### src/rtl/rf_alu_sequencer.sv
// Command FIFO plus READ/EXEC/WB sequencer driving the register-file/ALU datapath
// controls; one queued command is issued every three cycles.
module rf_alu_sequencer #(
  parameter int unsigned DEPTH = 4,
  parameter int unsigned AW    = 5,
  parameter int unsigned OPW   = 4
) (
  input  logic                   clk,
  input  logic                   rst,
  input  logic                   cmd_valid,
  output logic                   cmd_ready,
  input  logic [OPW-1:0]         cmd_op,
  input  logic [AW-1:0]          cmd_ra,
  input  logic [AW-1:0]          cmd_rb,
  input  logic [AW-1:0]          cmd_rw,
  input  logic                   cmd_we,
  output logic [AW-1:0]          rf_r_addr_a,
  output logic [AW-1:0]          rf_r_addr_b,
  output logic                   rr_en,
  output logic [OPW-1:0]         alu_op,
  output logic                   f_en,
  output logic [AW-1:0]          rf_w_addr,
  output logic                   rf_we,
  output logic                   busy,
  output logic                   done,
  output logic [$clog2(DEPTH):0] level
);

  localparam int unsigned PW = $clog2(DEPTH);
  localparam int unsigned LW = PW + 1;
  localparam int unsigned EW = OPW + 3 * AW + 1;

  typedef enum logic [1:0] {S_IDLE, S_READ, S_EXEC, S_WB} state_e;

  state_e          state_q, state_d;
  logic [EW-1:0]   mem_q [DEPTH];
  logic [PW-1:0]   wr_ptr_q, wr_ptr_d, rd_ptr_q, rd_ptr_d;
  logic [LW-1:0]   level_q, level_d;
  logic            ready_q, busy_q;
  logic            rr_en_q, f_en_q, rf_we_q, done_q;
  logic [OPW-1:0]  op_q;
  logic [AW-1:0]   ra_q, rb_q, rw_q;
  logic            we_q;
  logic            push, pop;
  logic [EW-1:0]   head;

  assign push = cmd_valid && ready_q;
  assign head = mem_q[rd_ptr_q];

  // Next state, pop decision and FIFO bookkeeping
  always_comb begin
    state_d = state_q;
    pop     = 1'b0;
    unique case (state_q)
      S_IDLE: begin
        if (level_q != '0) begin
          pop     = 1'b1;
          state_d = S_READ;
        end
      end
      S_READ: state_d = S_EXEC;
      S_EXEC: state_d = S_WB;
      S_WB: begin
        if (level_q != '0) begin
          pop     = 1'b1;
          state_d = S_READ;
        end else begin
          state_d = S_IDLE;
        end
      end
      default: state_d = S_IDLE;
    endcase
    wr_ptr_d = wr_ptr_q + PW'(push);
    rd_ptr_d = rd_ptr_q + PW'(pop);
    level_d  = level_q + LW'(push) - LW'(pop);
  end

  // Storage needs no reset: occupancy is tracked by level_q alone
  always_ff @(posedge clk) begin
    if (push) mem_q[wr_ptr_q] <= {cmd_op, cmd_ra, cmd_rb, cmd_rw, cmd_we};
  end

  // Strobes and status are registered from the next-state values
  always_ff @(posedge clk or posedge rst) begin
    if (rst) begin
      state_q  <= S_IDLE;
      wr_ptr_q <= '0;
      rd_ptr_q <= '0;
      level_q  <= '0;
      ready_q  <= 1'b1;
      busy_q   <= 1'b0;
      rr_en_q  <= 1'b0;
      f_en_q   <= 1'b0;
      rf_we_q  <= 1'b0;
      done_q   <= 1'b0;
      op_q     <= '0;
      ra_q     <= '0;
      rb_q     <= '0;
      rw_q     <= '0;
      we_q     <= 1'b0;
    end else begin
      state_q  <= state_d;
      wr_ptr_q <= wr_ptr_d;
      rd_ptr_q <= rd_ptr_d;
      level_q  <= level_d;
      ready_q  <= (level_d != LW'(DEPTH));
      busy_q   <= (state_d != S_IDLE) || (level_d != '0);
      rr_en_q  <= (state_d == S_READ);
      f_en_q   <= (state_d == S_EXEC);
      rf_we_q  <= (state_d == S_WB) && we_q;
      done_q   <= (state_d == S_WB);
      if (pop) {op_q, ra_q, rb_q, rw_q, we_q} <= head;
    end
  end

  assign cmd_ready   = ready_q;
  assign busy        = busy_q;
  assign level       = level_q;
  assign rr_en       = rr_en_q;
  assign f_en        = f_en_q;
  assign rf_we       = rf_we_q;
  assign done        = done_q;
  assign alu_op      = op_q;
  assign rf_r_addr_a = ra_q;
  assign rf_r_addr_b = rb_q;
  assign rf_w_addr   = rw_q;

endmodule

### config.mk
export PLATFORM = sky130hd
export DESIGN_NAME = rf_alu_sequencer
export DESIGN_NICKNAME = d
export VERILOG_FILES = /design/src/rtl/rf_alu_sequencer.sv
export SDC_FILE = /design/constraint.sdc
export NUM_CORES = 1
export LEC_CHECK = 0
export CAP_MARGIN = 5
export CORE_UTILIZATION = 35
export CTS_BUF_LIST = sky130_fd_sc_hd__clkbuf_4
export DETAILED_ROUTE_END_ITERATION = 6
export SLEW_MARGIN = 25
export SYNTH_ARGS = -nofsm -noshare
export SYNTH_HDL_FRONTEND = slang
export SYNTH_SLANG_ARGS = --single-unit
### constraint.sdc
create_clock -name clk -period 2.6 [get_ports clk]
set_input_delay 0.52 -clock clk [delete_from_list [all_inputs] [get_ports clk]]
set_output_delay 0.52 -clock clk [all_outputs]
set_load 0.005 [all_outputs]
======== After elaboration in Yosys (flattened, before gate mapping) ========
Memories as Yosys holds them, arrays and structs flattened. A register that Yosys moved wholly into a read port is not among the register bits.
Index checks and enable logic that the tools add are counted.
word-level totals
  bits in registers ....................... 15
  memory bits (writable) .................. 80
  input port bits ......................... 23
  output and inout port bits .............. 28
  logic and storage cells ................. 37
  memories ................................ 1
memory list
  name   depth  bits a word  read ports  clocked after Yosys merged registers in  wr ports  RTL line  source
  mem_q  4      20           1           1                                        1         36        logic [EW-1:0] mem_q [DEPTH];
cells by class
  $add $sub $neg .......................... 4
  equality and inequality tests ........... 7
  muxes and demuxes ....................... 7
  reductions and logical operators ........ 8
operator list
  cell                                                                   number
  2-bit equality test, second input constant                             4
  2-bit case mux with 4 select lines                                     1
  3-bit nonzero test                                                     2
  1-bit two-way mux                                                      5
  2-bit by 1-bit adder with 2-bit output                                 2
  2-bit by 1-bit equality test with 1-bit output, second input constant  2
  3-bit by 1-bit adder with 3-bit output                                 1
  3-bit != test, second input constant                                   1
  3-bit by 1-bit subtractor with 3-bit output                            1
  1-bit logical AND                                                      2
  2-bit zero test                                                        1
  2-bit two-way mux                                                      1
  2-bit nonzero test                                                     1
  2-bit OR reduction                                                     1
  1-bit logical OR                                                       1

======== Logic depth before layout (Yosys ltp) ========
Gate-level depths: netlist of the first run.
  depth in word-level cells ............... 6
  gate-level depth with buffers ........... 11
  gate-level depth less buffers ........... 10

======== Worst setup path after synthesis of the first run ========
Ideal clock, no wire load.
  kind .................................... register to register
  from .................................... register ready_q, in the netlist cmd_ready
  to ...................................... memory mem_q[1][0] in the netlist's numbering, enable pin
  arrival ................................. 2.198 ns
  required time ........................... 2.173 ns
  path slack .............................. -0.025 ns
  cell stages (with the launch flop) ...... 3
  path buffers ............................ 0
  clock period less this slack ............ 2.625 ns
  path through ............................ dfstp_2 > nand2_1 > nor3b_1
between the ends
  cells in the longest elaborated chain, start to end .. 3
ends and longest elaborated chain
  element                                  RTL line  source
  start: declaration                       39        logic ready_q, busy_q;
  start signal: assignment                 106       ready_q <= (level_d != LW'(DEPTH));
  1-bit logical AND                        47        assign push = cmd_valid && ready_q;
  1-bit two-way mux                        80        if (push) mem_q[wr_ptr_q] <= {cmd_op, cmd_ra, cmd_rb, cmd_rw, cmd_we};
  1-bit two-way mux (implied by the code)  80
  end: declaration                         36
Every way passes these cells.

======== Final worst setup path of the first run ========
  from .................................... register state_q[0]
  to ...................................... register busy_q, in the netlist busy
between the ends
  elaborated cells on any way between the ends .. 12
  those cells by class .................... add/sub: 1; eq/ne: 3; mux: 3; reduce/logical: 5
RTL lines
  element                                            RTL line  source
  start: declaration                                 35        state_e state_q, state_d;
  start signal: assignment                           102       state_q <= state_d;
  2-bit equality test, or another cell as far along  54        unique case (state_q)
  2-bit case mux with 4 select lines *               54
  via state_d[1]                                     35
  2-bit nonzero test *                               107       busy_q <= (state_d != S_IDLE) || (level_d != '0);
  1-bit logical OR *                                 107
  end signal: assignment                             107
  end: declaration                                   39
Mark *: on every way through the listed nets, which the timed path passes. The rest lies on a longest branch.

==> results of run 1 <==
## where the power goes
group / internal, µW / switching (µW) / leakage, µW
Sequential: 2530 / 242 / 0.00114
Clock: 617 / 585 / 0.000150
Combinational: 1570 / 1060 / 0.000698
## per-stage QoR
step           instances  hold slack [ns]  utilization (%)
2_1_floorplan        198           0.4586                -
6_report             454           0.3112            44.92
3_5_place_dp         421           0.4973            42.73
5_1_grt              454           0.2862            44.92
4_1_cts              453           0.2787            44.90
3_3_place_gp         421           0.4960            42.73
## metal layers
metal	wire (µm)	part of all wire (%)
met1	3022	42
met5	0	0
met2	3860	53
met3	252	3.5
met4	133	1.8
## cell usage in the layout (no fill, tap or decap), types with 3 or more instances in the layout
cell              n
buf_4            10
clkbuf_4         23
clkdlybuf4s50_1  50
clkinv_1          6
dfrtp_1          34
edfxtp_1         80
ha_1              6
inv_1             6
mux2_4           18
mux4_2           18
xnor2_1           3
xor2_1            3
## layout make-up
cell class                 instances  area share (%)
antenna                            1         0.04619
clock buffer                      23           3.187
clock inverter                     9           1.640
inverter                           7          0.4850
multi-input combinational         70           19.24
sequential                       115           60.53
tap                              168           3.880
timing repair buffer              61           10.99
## cell families after synthesis
group	synth area share [%]
muxes	17.45
adders and majority gates	2.181
and+or+nand+nor	1.980
xor gates and xnor gates	1.206
DFF	75.23
AOI/OAI and AO/OA	0.2870
buffers and inverters	1.665
## flip-flops by register name (all words and copies together), names as in the netlist
signal,flops
rf_we,1
done,1
mem_q,80
alu_op,4
state_q,2
rr_en,1
cmd_ready,1
level,3
rf_r_addr_a,5
rd_ptr_q,2
rf_w_addr,5
rf_r_addr_b,5
busy,1
we_q,1
wr_ptr_q,2
f_en,1
## worst min-delay path by stage
stage / from / end / slack, ns
global route: rst / rf_r_addr_b[0] / 0.29
CTS: rst / rf_r_addr_b[0] / 0.28
floorplan: we_q / rf_we / 0.46
detailed placement: alu_op[2] / alu_op[2] / 0.50
finish: rst / rf_r_addr_b[0] / 0.31
global placement: rf_w_addr[0] / rf_w_addr[0] / 0.50
## critical path, stage by stage, from the launching register on
cell and delay, ns:
dfrtp_1 0.44, inv_1 0.10, ha_1 0.42, nor2_4 0.16
xnor2_1 0.12, ha_1 0.16, inv_1 0.04, fa_1 0.49
inv_1 0.06, nor3_1 0.13, nand3b_1 0.09
==> flow_metrics.env, run 1 <==
export IMPL_yosysMostFrequentCell="edfxtp_1"
export IMPL_finalCriticalPeriod_ns=2.306
export IMPL_pin_count=51
export IMPL_place_area_mm2=0.005154
export IMPL_h_tree_depth=4
export IMPL_worstHoldPathType="input port to asynchronous set/reset pin"
export IMPL_insertion_delay_ns=0.49
export IMPL_grt_pass1_vias=2214
export IMPL_maxCapViolCount=0
export IMPL_r2r_cells=10
export IMPL_post_cts_setup_buffers=0
export IMPL_root_buffer="clkbuf_4"
export IMPL_nets=302
export IMPL_worst_pin_slew_ns=0.5323
export IMPL_final_antenna_net_count=0
export IMPL_crit_start="state_q[0]"
export IMPL_portBuffers=50
export IMPL_worstSetupPathType="flop to flop"
export IMPL_rr_startpoint="state_q[0]"
export IMPL_synthesis_instances=198
export IMPL_start_kind="flop"
export IMPL_cp_endpoint="busy"
export IMPL_cts_resized=0
export IMPL_maxSlewViolCount=0
export IMPL_setup_tns_ns=0
export IMPL_rsz0062_at_grt="false"
export IMPL_setup_viol=0
export IMPL_core_area_mm2=0.01206
export IMPL_synth_top_area_share_pct=55.11
export IMPL_arrival_ns=2.69
export IMPL_std_cell_rows=40
export IMPL_design_power_total_uw=6598
export IMPL_ir_worst_vdd_uv=333.3
export IMPL_skew_ns=0.01558
export IMPL_grt_max_degree=22
export IMPL_multiInputGateArea_mm2=0.001042
export IMPL_grtUsageMet2_pct=22.28
export IMPL_die_h_um=113.6
export IMPL_synth_warnings=0
export IMPL_area_delta_synth_final_pct=24.28
export IMPL_first_iter_violations=58
export IMPL_place_congestion=0.6683
export IMPL_drt_first_pass_iters=4
export IMPL_yosys_area_top_type="edfxtp_1"
export IMPL_met3_usage_pct=4.729
export IMPL_routedWlPerCell_um=16.01
export IMPL_async_reset_ff_share_pct=30.43
export IMPL_busiest_layer="met2"
export IMPL_hold_viol=0
export IMPL_initial_core_util_pct=36.14
export IMPL_yosys_top_cells_count="80 x edfxtp_1, 34 x dfrtp_1, 18 x mux2_4, 18 x mux4_2, 7 x inv_1"
export IMPL_drt_total_wl_mm=7.269
export IMPL_dpl_worst_slack_ns=0.2527
export IMPL_fillerInstances=1060
export IMPL_min_period_over_period_pct=88.68
export IMPL_clk_pin_slew_ns=0.10
export IMPL_fp_dieW_um=113.6
export IMPL_final_area_mm2=0.005418
export IMPL_die_area_mm2=0.01291
export IMPL_ys_seq_area_share_pct=75.23
export IMPL_r2r_end="busy"
export IMPL_grt_pass1_wl_mm=11.69
export IMPL_path_max_fanout=6
export IMPL_r2r_slack_ns=0.29
export IMPL_avgSynthCellArea_um2=22.02
export IMPL_outcome="completed"
export IMPL_cts_tree="yes"
export IMPL_ys_flop_type="edfxtp_1"
export IMPL_antenna_found_initial=1
export IMPL_synth_nets=228
export IMPL_power_density_mw_per_mm2=1218
export IMPL_power_leakage_uw=0.001989
export IMPL_viasPerCell=4.518
export IMPL_ff_latch_area_mm2=0.003279
export IMPL_grt_overflow_total=0
export IMPL_ys_ff_latch=115
export IMPL_worstSetupEndpointType="flop"
export IMPL_grt_use_total_pct=12.82
export IMPL_fin_ws_ns=0.2944
export IMPL_clock_sinks=115
export IMPL_ys_top_cells_by_area="edfxtp_1 55%, dfrtp_1 20%, mux4_2 9.3%"
export IMPL_hold_buffers=0
export IMPL_crit_required_ns=2.98
export IMPL_num_vias=2051
export IMPL_max_freq_mhz=433.7
export IMPL_yosysUniqueCellTypes=27
export IMPL_hpwl_mm=4.504
export IMPL_cts_buffers=17
export IMPL_slew_headroom_pct=64.30
export IMPL_synth_area_mm2=0.004359
export IMPL_cts_buffer_depth=2
export IMPL_synth_edff_count=80
export IMPL_drc=0
export IMPL_drive_gt1_share_pct=28.77
export IMPL_met1_usage_pct=13.88
Power figures use the tool's default switching activity.
==> inputs of run 2 (changes only) <==
--- a/config.mk
+++ b/config.mk
@@ -9,6 +9,7 @@
 export CORE_UTILIZATION = 35
 export CTS_BUF_LIST = sky130_fd_sc_hd__clkbuf_4
 export DETAILED_ROUTE_END_ITERATION = 6
+export RECOVER_POWER = 50
 export SLEW_MARGIN = 25
 export SYNTH_ARGS = -nofsm -noshare
 export SYNTH_HDL_FRONTEND = slang
==> flow_metrics.env, run 2 (synthesis gave the netlist of run 1 again) <==
export IMPL_r2r_cells=10
export IMPL_setup_tns_ns=0
export IMPL_grt_max_degree=22
export IMPL_drt_total_wl_mm=7.258
export IMPL_layout_common_cells="80 x edfxtp_1, 34 x dfrtp_1, 29 x clkdlybuf4s50_1"
export IMPL_root_buffer="clkbuf_4"
export IMPL_r2r_slack_ns=0.30
export IMPL_max_freq_mhz=433.9
export IMPL_drive_gt1_share_pct=27.37
export IMPL_worstSetupPathType="flop to flop"
export IMPL_grt_overflow_total=0
export IMPL_worstSetupEndpointType="flop"
export IMPL_initial_core_util_pct=36.14
export IMPL_start_kind="flop"
export IMPL_place_congestion=0.6683
export IMPL_min_period_over_period_pct=88.65
export IMPL_ir_worst_vdd_uv=331.9
export IMPL_layout_cells_non_filler=454
export IMPL_first_iter_violations=67
export IMPL_worst_pin_slew_ns=0.7113
export IMPL_hold_viol=0
export IMPL_viasPerCell=4.535
export IMPL_post_cts_setup_buffers=0
export IMPL_skew_ns=0.01691
export IMPL_hold_ws_ns=0.4419
export IMPL_power_leakage_uw=0.001982
export IMPL_drt_first_pass_iters=4
export IMPL_maxSlewViolCount=0
export IMPL_cts_buffers=17
export IMPL_layout_cells_most_common="edfxtp_1"
export IMPL_switching_share_pct=28.69
export IMPL_grt_use_total_pct=12.82
export IMPL_pin_count=51
export IMPL_insertion_delay_ns=0.49
export IMPL_largest_register="mem_q"
export IMPL_std_cell_rows=40
export IMPL_pwr_share_clk_pct=18.3
export IMPL_path_max_fanout=6
export IMPL_fin_util_pct=44.80
export IMPL_antenna_found_initial=1
export IMPL_dpl_worst_slack_ns=0.2527
export IMPL_setup_viol=0
export IMPL_portBuffers=50
export IMPL_crit_required_ns=2.99
export IMPL_worstHoldPathType="input port to asynchronous set/reset pin"
export IMPL_maxCapViolCount=0
export IMPL_slew_headroom_pct=52.58
export IMPL_largest_reg_flops=80
export IMPL_grt_pass1_wl_mm=11.69
export IMPL_outcome="completed"
export IMPL_r2r_end="busy"
export IMPL_nets=302
export IMPL_intPower_uw=4698
export IMPL_arrival_ns=2.69
export IMPL_rr_startpoint="state_q[0]"
export IMPL_p_switching_uw=1890
export IMPL_finalCriticalPeriod_ns=2.305
export IMPL_fp_dieW_um=113.6
export IMPL_dp_cells=421
export IMPL_power_frac_comb_pct=39.7
export IMPL_cts_resized=0
export IMPL_final_antenna_net_count=0
export IMPL_area_delta_synth_final_pct=23.97
export IMPL_rsz0062_at_grt="false"
export IMPL_routedWlPerCell_um=15.99
export IMPL_hpwl_mm=4.504
export IMPL_num_vias=2059
export IMPL_fin_ws_ns=0.2952
export IMPL_drc=0
export IMPL_power_density_mw_per_mm2=1219
export IMPL_cts_tree="yes"
export IMPL_hold_buffers=0
export IMPL_die_area_mm2=0.01291
export IMPL_die_h_um=113.6
export IMPL_cts_buffer_depth=2
export IMPL_clock_sinks=115
export IMPL_grt_pass1_vias=2214
export IMPL_seq_power_share_pct=42.0
export IMPL_clk_pin_slew_ns=0.10
export IMPL_core_area_mm2=0.01206
export IMPL_h_tree_depth=4
-- run 2: per-stage QoR --
stage                     instance area (µm²)  total power (µW)
after CTS                                5415              6714
after global placement                   5154              5443
final                                    5404              6587
after global routing                     5404              7001
after floorplan                          4369              4552
after detailed placement                 5154              5500
-- run 2: how the worst max path moves through the flow --
| stage | startpoint | to | slack [ns] |
|---|---|---|---|
| 2_1_floorplan | cmd_ready | mem_q[0][0] | 0.10 |
| 3_3_place_gp | cmd_valid | busy | 0.29 |
| 3_5_place_dp | cmd_valid | busy | 0.25 |
| 4_1_cts | state_q[0] | busy | 0.28 |
| 5_1_grt | state_q[0] | busy | 0.12 |
| 6_report | state_q[0] | busy | 0.30 |
-- run 2: layout make-up --
cell class / count / area (µm²)
Fill cell: 1063 / 6658
Sequential cell: 115 / 3279
Multi-Input combinational cell: 70 / 1042
Timing Repair Buffer: 61 / 581.8
Tap cell: 168 / 210.2
Clock buffer: 23 / 172.7
Clock inverter: 9 / 88.84
Inverter: 7 / 26.28
Antenna cell: 1 / 2.502
-- run 2: critical path: stages (launching register included) --
cell,delay (ns)
dfrtp_1,0.44
inv_1,0.10
ha_1,0.41
nor2_4,0.16
xnor2_1,0.12
ha_1,0.16
inv_1,0.04
fa_1,0.49
inv_1,0.06
nor3_1,0.13
nand3b_1,0.09
-- run 2: per-layer routing --
layer  GRT usage, %  share of wire (%)  vias to the layer above
met5              0                  0                        -
met4          6.053                1.8                        0
met3          4.729                3.7                       11
met2          22.28                 53                       44
met1          13.88                 41                     1077
li1               -                  -                      927
-- run 2: power by group through the flow --
stage / clock, µW / combinational (µW) / sequential [µW]
floorplan: 0 / 1770 / 2790
global placement: 0 / 2650 / 2800
detailed placement: 0 / 2690 / 2810
CTS: 1250 / 2690 / 2780
global route: 1330 / 2840 / 2830
finish: 1200 / 2610 / 2770
==> inputs of run 3 (changes only) <==
--- a/config.mk
+++ b/config.mk
@@ -10,6 +10,7 @@
 export CTS_BUF_LIST = sky130_fd_sc_hd__clkbuf_4
 export DETAILED_ROUTE_END_ITERATION = 6
 export RECOVER_POWER = 50
+export SKIP_CTS_REPAIR_TIMING = 1
 export SLEW_MARGIN = 25
 export SYNTH_ARGS = -nofsm -noshare
 export SYNTH_HDL_FRONTEND = slang
==> results of run 3 <==
No change in the layout: final DEF, timing and power equal those of run 2.
